## src/rtl/result_nibble_reader.sv

```systemverilog
// Snapshots an 8-bit adder result on a debounced capture press and shows it one nibble at a time,
// toggled by a debounced next press; outputs are registered and update one edge after the press pulse.
module result_nibble_reader #(
  parameter int DB_CYCLES = 16,
  parameter int CNT_W     = 5
) (
  input  logic       clk,
  input  logic       rst_n,
  input  logic [7:0] result,
  input  logic       pb_capture,
  input  logic       pb_next,
  output logic [3:0] led,
  output logic       nib_sel,
  output logic       valid
);

  localparam logic [CNT_W-1:0] CNT_MAX = CNT_W'(DB_CYCLES - 1);

  typedef enum logic [1:0] {
    EMPTY   = 2'd0,
    SHOW_LO = 2'd1,
    SHOW_HI = 2'd2
  } state_t;

  logic [1:0] pb_raw;
  logic [1:0] press;

  assign pb_raw = {pb_next, pb_capture};

  // Bit 0 is capture, bit 1 is next. A press pulse fires only on a debounced rising level.
  for (genvar b = 0; b < 2; b++) begin : g_db
    logic             sync1_q, sync2_q, stable_q, press_q;
    logic [CNT_W-1:0] cnt_q;
    logic             mismatch;

    assign mismatch = (sync2_q != stable_q);

    always_ff @(posedge clk or negedge rst_n) begin
      if (!rst_n) begin
        sync1_q  <= 1'b0;
        sync2_q  <= 1'b0;
        stable_q <= 1'b0;
        press_q  <= 1'b0;
        cnt_q    <= '0;
      end else begin
        sync1_q <= pb_raw[b];
        sync2_q <= sync1_q;
        press_q <= 1'b0;
        if (!mismatch) begin
          cnt_q <= '0;
        end else if (cnt_q == CNT_MAX) begin
          stable_q <= sync2_q;
          cnt_q    <= '0;
          press_q  <= sync2_q;
        end else begin
          cnt_q <= cnt_q + 1'b1;
        end
      end
    end

    assign press[b] = press_q;
  end

  state_t     state_q, state_d;
  logic [7:0] snap_q, snap_d;
  logic [3:0] led_q, led_d;
  logic       nib_sel_q, nib_sel_d;
  logic       valid_q, valid_d;

  always_ff @(posedge clk or negedge rst_n) begin
    if (!rst_n) begin
      state_q   <= EMPTY;
      snap_q    <= 8'h00;
      led_q     <= 4'h0;
      nib_sel_q <= 1'b0;
      valid_q   <= 1'b0;
    end else begin
      state_q   <= state_d;
      snap_q    <= snap_d;
      led_q     <= led_d;
      nib_sel_q <= nib_sel_d;
      valid_q   <= valid_d;
    end
  end

  // Outputs are decoded from the next state so they land on the same edge as the transition.
  always_comb begin
    state_d   = state_q;
    snap_d    = snap_q;
    led_d     = 4'h0;
    nib_sel_d = 1'b0;
    valid_d   = 1'b0;

    if (press[0]) begin
      snap_d  = result;
      state_d = SHOW_LO;
    end else if (press[1]) begin
      case (state_q)
        SHOW_LO: state_d = SHOW_HI;
        SHOW_HI: state_d = SHOW_LO;
        default: state_d = EMPTY;
      endcase
    end

    case (state_d)
      SHOW_LO: begin
        led_d   = snap_d[3:0];
        valid_d = 1'b1;
      end
      SHOW_HI: begin
        led_d     = snap_d[7:4];
        nib_sel_d = 1'b1;
        valid_d   = 1'b1;
      end
      default: begin
        led_d     = 4'h0;
        nib_sel_d = 1'b0;
        valid_d   = 1'b0;
      end
    endcase
  end

  assign led     = led_q;
  assign nib_sel = nib_sel_q;
  assign valid   = valid_q;

endmodule

```

## config.mk

```make
export PLATFORM = sky130hd
export DESIGN_NAME = result_nibble_reader
export DESIGN_NICKNAME = d
export VERILOG_FILES = /design/src/rtl/result_nibble_reader.sv
export SDC_FILE = /design/constraint.sdc
export NUM_CORES = 1
export LEC_CHECK = 0
export BUFFER_PORTS_ARGS = -buffer_cell sky130_fd_sc_hd__buf_2
export CORE_MARGIN = 4
export CORE_UTILIZATION = 31
export DETAILED_ROUTE_END_ITERATION = 12
export PLACE_DENSITY = 0.6
export SYNTH_ARGS = -nofsm -noshare
export SYNTH_HDL_FRONTEND = slang
export SYNTH_SLANG_ARGS = --single-unit
```

## constraint.sdc

```tcl
create_clock -name clk -period 1.8 [get_ports clk]
set_input_delay 0.09 -clock clk [delete_from_list [all_inputs] [get_ports clk]]
set_output_delay 0.09 -clock clk [all_outputs]
set_load 0.005 [all_outputs]
```

* Word-level counts from Yosys, hierarchy flattened *
Cells that the tools add are included.
Widths: inputs -> output; s select.

word-level totals
  register bits after elaboration = 34
  logic and storage cells = 43

cells by class
  add/subtract/negate cells = 2
  eq/ne operators = 8
  mux-type cells = 15
  reduce and logical (&&, ||, !) cells = 3

operators with widths
  cell                 count
  $mux 5               4
  $add 5x1->5 const B  2
  $eq 5x4->1 const B   2
  $mux 8               1
  $pmux 4 s2           1
  $mux 1               6
  $eq 2x1->1 const B   2
  $eq 2x2->1 const B   2
  $mux 2               2
  $pmux 2 s2           1
  $reduce_and 2->1     2
  $ne 1x1->1           2
  $reduce_or 2->1      1

* Depth between registers and ports, before layout *
Gate-level depths: netlist of run 1.

  word-level depth = 7
  gate-level depth with buffers = 6
  depth with buffers taken out = 6

* Worst setup path before layout of run 1 *
OpenSTA, ideal clock, no wires.

  kind = register to register
  start = register g_db[1].press_q
  end = register led_q[3], in the netlist led[3]
  arrival time = 1.259 ns
  required time = 1.679 ns
  path slack = 0.421 ns
  stages on the path, launching flop included = 7
  cells stage by stage = dfrtp_1 -> and3b_1 -> nor3_1 -> inv_1 -> ha_1 -> a22oi_1 -> nor2_1

on the way
  cells in the longest elaborated chain, start to end = 4

RTL lines
  item                                             line  text
  start, declared                                  32    logic sync1_q, sync2_q, stable_q, press_q;
  start signal, assigned                           54    press_q <= sync2_q;
  $mux 2 (*)                                       97    end else if (press[1]) begin
  $mux 2 (*)                                       94    if (press[0]) begin
  net state_d[0]                                   64    state_t state_q, state_d;
  $eq 2x2->1 / $eq 2x1->1 (equally long branches)  105   case (state_d)
  $pmux 4 s2 (*)                                   105
  net led_d[3]                                     66    logic [3:0] led_q, led_d;
  end signal, assigned                             80    led_q <= led_d;
  end, declared                                    66

The timed path passes the listed nets; every way through them passes the cells marked *.
A chain may end at the register's enable or synchronous reset.

* Final worst setup path of run 1 *
Same ends and word-level chain as after synthesis.

==> flow_metrics.py, run 1 <==
metrics = {
    "route": {
        "antenna_left": 0,
        "via_per_inst": 4.615,
        "drt_pass1_iterations": 2,
        "post-route-drc-count": 0,
        "drt-initial-drc-count": 38,
        "num_vias": 803,
        "wire_per_inst_um": 12.65,
        "wl_um": 2201,
    },
    "pwr": {
        "clkPwrFrac": 0.374,
        "combPwrFrac": 0.044,
        "p_seq_frac": 0.581,
        "p_switching_uw": 300.0,
        "p_per_area_mw_per_mm2": 872.5,
        "p_sw_frac": 0.2189,
        "power.internal_mw": 1.070,
        "power_mw": 1.370,
        "ir_drop_v": 0.0003923,
        "p_leak_nw": 0.7774,
    },
    "synthesis": {
        "yosys-top-cells-count": "dfrtp_1, nor2_1, mux2_2",
        "synth_cell_types": 22,
        "synth_flop_cell": "dfrtp_1",
        "synth_async_sr_flop_share": 1.000,
        "synthCells": 97,
        "synth-warning-count": 0,
        "yosys.area.top_type_share": 0.6458,
        "yosysTopAreaCell": "dfrtp_1",
        "synth-edff-count": 0,
        "syn_nets": 113,
        "yosysMostFrequentCell": "dfrtp_1",
        "netlist_area_mm2": 0.001318,
        "yosysSeqAreaShare": 0.6458,
        "synth-seq-cells": 34,
        "synth.area.top_cells": "dfrtp_1, mux2_2, mux2_4",
        "syn_avg_cell_area_um2": 13.58,
    },
    "timing": {
        "worstMarginPinSlew_ns": 0.7430,
        "finClkSkew_ns": 0.004659,
        "hold_viol_final": 0,
        "max_slew_margin": 0.5047,
        "drv_slew": 0,
        "grt_setup_unrepaired": "no",
        "max_freq_ghz": 0.6478,
        "report.final.setup_viol": 0,
        "whs_ns": 0.05847,
        "period_needed_ns": 1.544,
        "period_share": 0.8576,
        "setup-tns-final_ns": 0,
        "finalWorstSetupSlack_ns": 0.2563,
    },
    "place": {
        "portBuffers": 17,
        "dp_hpwl_um": 1598,
        "dp_worst_setup_slack_ns": 0.2506,
        "gp_congestion": 0.6819,
    },
    "setup_path": {
        "arrival_ns": 1.71,
        "setup.worst_path.start_class": "register",
        "worst_setup_path_end_kind": "register",
        "path_max_fanout": 4,
        "reg2reg_depth": 6,
        "worst-setup-path-type": "reg -> reg",
        "r2r-end": "led[3]",
        "r2r_slack_ns": 0.26,
        "timing.rr.start": "g_db[1].press_q",
        "worstPathRequired_ns": 1.97,
    },
    "grt": {
        "grt_util_all_layers": 0.09498,
        "grt_start_max_net_pins": 35,
        "grt_pass1_wl_um": 3788,
        "grt_pass1_vias": 894,
        "globalRoute.totalOverflow": 0,
        "antenna_found_initial": 0,
    },
    "floorplan": {
        "core_mm2": 0.004058,
        "die_y_um": 73.19,
        "initial_utilization": 0.3247,
        "rows": 23,
        "dieArea_mm2": 0.005357,
        "chipWidth_um": 73.19,
        "ios": 18,
    },
    "cells_and_area": {
        "regArea_um2": 850.8,
        "multiInputGateArea_um2": 440.4,
        "final_nets": 140,
        "num-fill-cells": 406,
        "areaGrowthSynthToFinish_pct": 19.18,
        "drive_gt1_frac": 0.2903,
        "num_antenna_cells": 0,
    },
    "min_path": {
        "min-delay-start": "result[4]",
        "min_path_cells": 2,
        "holdPathEnd": "snap_q[4]",
        "hold_class": "in -> reg",
    },
    "cts": {
        "cts_root_buffer": "clkbuf_8",
        "clock_path_buffers": 2,
        "tritoncts": "yes",
        "cts_buffers": 5,
        "clkTransAtPathRegs_ns": 0.07,
        "post_cts_buffers": 0,
        "h-tree-depth": 2,
        "clkLatencyLatePin_ns": 0.28,
        "clock-sinks": 34,
    },
    "status": {
        "status": "finished, final reports clean",
    },
    "run": {
        "maxCapViolCount": 0,
    },
}
## power groups by stage
stage	logic, mW	clock network (mW)	registers (mW)
global route	0.0717	0.570	0.799
CTS	0.0629	0.536	0.796
global placement	0.0543	0	0.808
finish	0.0607	0.513	0.796
floorplan	0.0268	0	0.807
detailed placement	0.0574	0	0.810
## kinds of logic (layout without fill, tap and decap cells)
family,count (synthesis),in the layout,synth area share
adders and majority gates,4,4,0.03799
DFF,34,34,0.6458
and+or+nand+nor,31,31,0.1235
xor gates and xnor gates,4,4,0.02659
buffers and inverters,5,32,0.01994
muxes,10,10,0.09686
AOI/OAI and AO/OA,9,9,0.04938
## stage by stage
step | cell area (µm²) | utilization | instances
after floorplan | 1318 | - | 97
after global placement | 1461 | 0.3602 | 164
after detailed placement | 1461 | 0.3602 | 164
after CTS | 1570 | 0.3870 | 174
after global routing | 1570 | 0.3870 | 174
final | 1570 | 0.3870 | 174
## routing by layer
layer	wire, µm	vias to the layer above	part of all wire	track usage
met1	882	393	0.40	0.1023
li1	-	385	-	-
met3	175	4	0.080	0.03581
met4	34	0	0.015	0.04918
met5	0	-	0	0
met2	1107	21	0.50	0.1609
## cell type report
cell class	instances	area share
clock inverter	2	0.006374
multi-input combinational	58	0.2805
tap	50	0.03984
inverter	4	0.009562
timing repair buffer	21	0.07809
sequential	34	0.5418
clock buffer	5	0.04382
## critical path, stage by stage, from the launching register on
cell and delay (ns):
dfrtp_1 0.40, and3b_1 0.17, nor3_1 0.27, inv_1 0.10, ha_1 0.25, a22oi_1 0.19
nor2_1 0.06
## repair_timing
| action | CTS | global route |
|---|---|---|
| hold endpoints to repair | 36 | 0 |
| gates resized for setup | 0 | 0 |
| hold buffers | 3 | 0 |
## registers in the layout (all words and copies together) (netlist names)
| signal | count |
|---|---|
| g_db.sync1_q | 2 |
| led | 4 |
| g_db.press_q | 2 |
| g_db.cnt_q | 10 |
| state_q | 2 |
| valid | 1 |
| nib_sel | 1 |
| g_db.stable_q | 2 |
| snap_q | 8 |
| g_db.sync2_q | 2 |
## how the worst max path moves through the flow
| stage | start | end | slack [ns] | cells past startpoint |
|---|---|---|---|---|
| 6_report | g_db[1].press_q | led[3] | 0.26 | 6 |
| 2_1_floorplan | g_db[1].press_q | led[3] | 0.42 | 6 |
| 5_1_grt | g_db[1].press_q | led[3] | 0.08 | 6 |
| 4_1_cts | state_q[1] | led[3] | 0.25 | 6 |
| 3_3_place_gp | g_db[1].press_q | led[3] | 0.37 | 6 |
| 3_5_place_dp | state_q[1] | led[3] | 0.25 | 6 |
## cell usage in the layout (no fill, tap or decap), types with 2 or more instances in the layout
cell,count
a22oi_1,4
a31oi_1,2
buf_2,17
clkbuf_8,5
clkinv_2,2
dfrtp_1,34
dlygate4sd3_1,3
ha_1,4
inv_1,4
mux2_2,6
mux2_4,4
nand2_1,4
nand2b_1,3
nand3_1,3
nor2_1,10
nor2b_1,3
nor3_1,3
nor4b_1,2
xnor2_1,4
(Power assumes the default switching activity.)
==> inputs of run 2 (changes only) <==
==> constraint.sdc (replaced) <==
create_clock -name clk -period 1.8 [get_ports clk]
set_input_delay 0.36 -clock clk [delete_from_list [all_inputs] [get_ports clk]]
set_output_delay 0.36 -clock clk [all_outputs]
set_load 0.005 [all_outputs]
==> run 2 against run 1 <==
  * Critical path depth is the same
  * Critical path type unchanged
  * Power fell by 0.34%
  * Fmax barely moved
  * Largest power group unchanged
  * Largest cell class unchanged
  * Global-route usage shrank 0.058 points
==> flow_metrics.py, run 2 (synthesized netlist as in run 1, its figures left out) <==
metrics = {
    "setup_path": {
        "reg2reg_depth": 6,
        "path_max_fanout": 4,
        "setup.worst_path.start_class": "register",
        "arrival_ns": 1.71,
        "r2r_slack_ns": 0.26,
        "timing.rr.start": "g_db[1].press_q",
        "worst_setup_path_end_kind": "register",
        "r2r-end": "led[3]",
        "worstPathRequired_ns": 1.97,
        "worst-setup-path-type": "reg -> reg",
    },
    "min_path": {
        "hold_class": "in -> async",
    },
    "timing": {
        "hold_viol_final": 0,
        "drv_slew": 0,
        "report.final.setup_viol": 0,
        "max_slew_margin": 0.5014,
        "period_share": 0.8577,
        "max_freq_ghz": 0.6477,
        "worstMarginPinSlew_ns": 0.7479,
        "period_needed_ns": 1.544,
        "grt_setup_unrepaired": "no",
        "setup-tns-final_ns": 0,
        "finClkSkew_ns": 0.004659,
    },
    "route": {
        "num_vias": 794,
        "via_per_inst": 4.643,
        "drt-initial-drc-count": 40,
        "wire_per_inst_um": 12.80,
        "drt_pass1_iterations": 2,
        "antenna_left": 0,
        "post-route-drc-count": 0,
        "wl_um": 2189,
    },
    "floorplan": {
        "core_mm2": 0.004058,
        "ios": 18,
        "chipWidth_um": 73.19,
        "dieArea_mm2": 0.005357,
        "die_y_um": 73.19,
        "rows": 23,
        "initial_utilization": 0.3247,
    },
    "cells_and_area": {
        "mostFrequentLayoutCell": "dfrtp_1",
        "multiInputGateArea_um2": 440.4,
        "drive_gt1_frac": 0.2975,
        "num-fill-cells": 410,
        "largest_register": "g_db.cnt_q",
        "areaGrowthSynthToFinish_pct": 16.90,
        "final_nets": 137,
        "regArea_um2": 850.8,
        "num_antenna_cells": 0,
        "layout_common_cells": "dfrtp_1, buf_2, nor2_1",
        "largest_register_ffs": 10,
    },
    "grt": {
        "globalRoute.totalOverflow": 0,
        "grt_util_all_layers": 0.09440,
        "antenna_found_initial": 0,
        "grt_pass1_wl_um": 3760,
        "grt_pass1_vias": 888,
        "grt_start_max_net_pins": 35,
    },
    "place": {
        "portBuffers": 17,
        "dp_hpwl_um": 1598,
        "gp_congestion": 0.6819,
    },
    "cts": {
        "tritoncts": "yes",
        "cts_root_buffer": "clkbuf_8",
        "clock-sinks": 34,
        "h-tree-depth": 2,
        "post_cts_buffers": 0,
        "clkLatencyLatePin_ns": 0.28,
        "cts_resized": 0,
        "clkTransAtPathRegs_ns": 0.07,
        "clock_path_buffers": 2,
        "ctsHoldBuffers": 0,
        "cts_buffers": 5,
    },
    "status": {
        "status": "finished, final reports clean",
    },
    "pwr": {
        "p_leak_nw": 0.7649,
        "ir_drop_v": 0.0003923,
        "p_per_area_mw_per_mm2": 886.5,
        "power_mw": 1.365,
    },
    "run": {
        "maxCapViolCount": 0,
    },
}
run 2: worst max-delay path by stage:
stage                         start  endpoint  slack, ns  cells after the start
detailed placement       state_q[1]    led[3]       0.25                      6
finish              g_db[1].press_q    led[3]       0.26                      6
global route        g_db[1].press_q    led[3]       0.08                      6
floorplan           g_db[1].press_q    led[3]       0.42                      6
global placement    g_db[1].press_q    led[3]       0.37                      6
CTS                      state_q[1]    led[3]       0.25                      6
run 2: per-layer routing:
layer	wire, µm	share of wire	global-route usage
met4	34	0.016	0.04918
met3	181	0.083	0.03581
met2	1110	0.51	0.1609
met1	862	0.39	0.1005
met5	0	0	0
run 2: area by class of cell:
| class | count | share of cell area |
|---|---|---|
| sequential | 34 | 0.5524 |
| clock buffer | 5 | 0.04468 |
| tap | 50 | 0.04062 |
| inverter | 4 | 0.009748 |
| multi-input combinational | 58 | 0.2859 |
| clock inverter | 2 | 0.006499 |
| timing repair buffer | 18 | 0.06011 |
run 2: worst max-delay path: stages (launching register included):
cell,delay [ns]
dfrtp_1,0.40
and3b_1,0.17
nor3_1,0.27
inv_1,0.10
ha_1,0.25
a22oi_1,0.19
nor2_1,0.06
run 2: power by group:
part / switching (mW) / internal, mW / total [mW] / leakage [nW]
Combinational: 0.0306 / 0.0253 / 0.0559 / 0.260
Clock: 0.254 / 0.259 / 0.513 / 0.0438
Sequential: 0.0148 / 0.782 / 0.796 / 0.461
Total: 0.300 / 1.07 / 1.37 / 0.765
run 2: through the flow:
stage / utilization / setup slack [ns] / cells / cell area (µm²) / hold WS [ns]
6_report: 0.3796 / 0.2561 / 171 / 1540 / 0.1457
5_1_grt: 0.3796 / 0.07621 / 171 / 1540 / 0.1792
4_1_cts: 0.3796 / 0.2511 / 171 / 1540 / 0.1652
3_5_place_dp: 0.3602 / 0.2506 / 164 / 1461 / 0.3370
3_3_place_gp: 0.3602 / 0.3701 / 164 / 1461 / 0.3328
2_1_floorplan: - / 0.4205 / 97 / 1318 / 0.06441
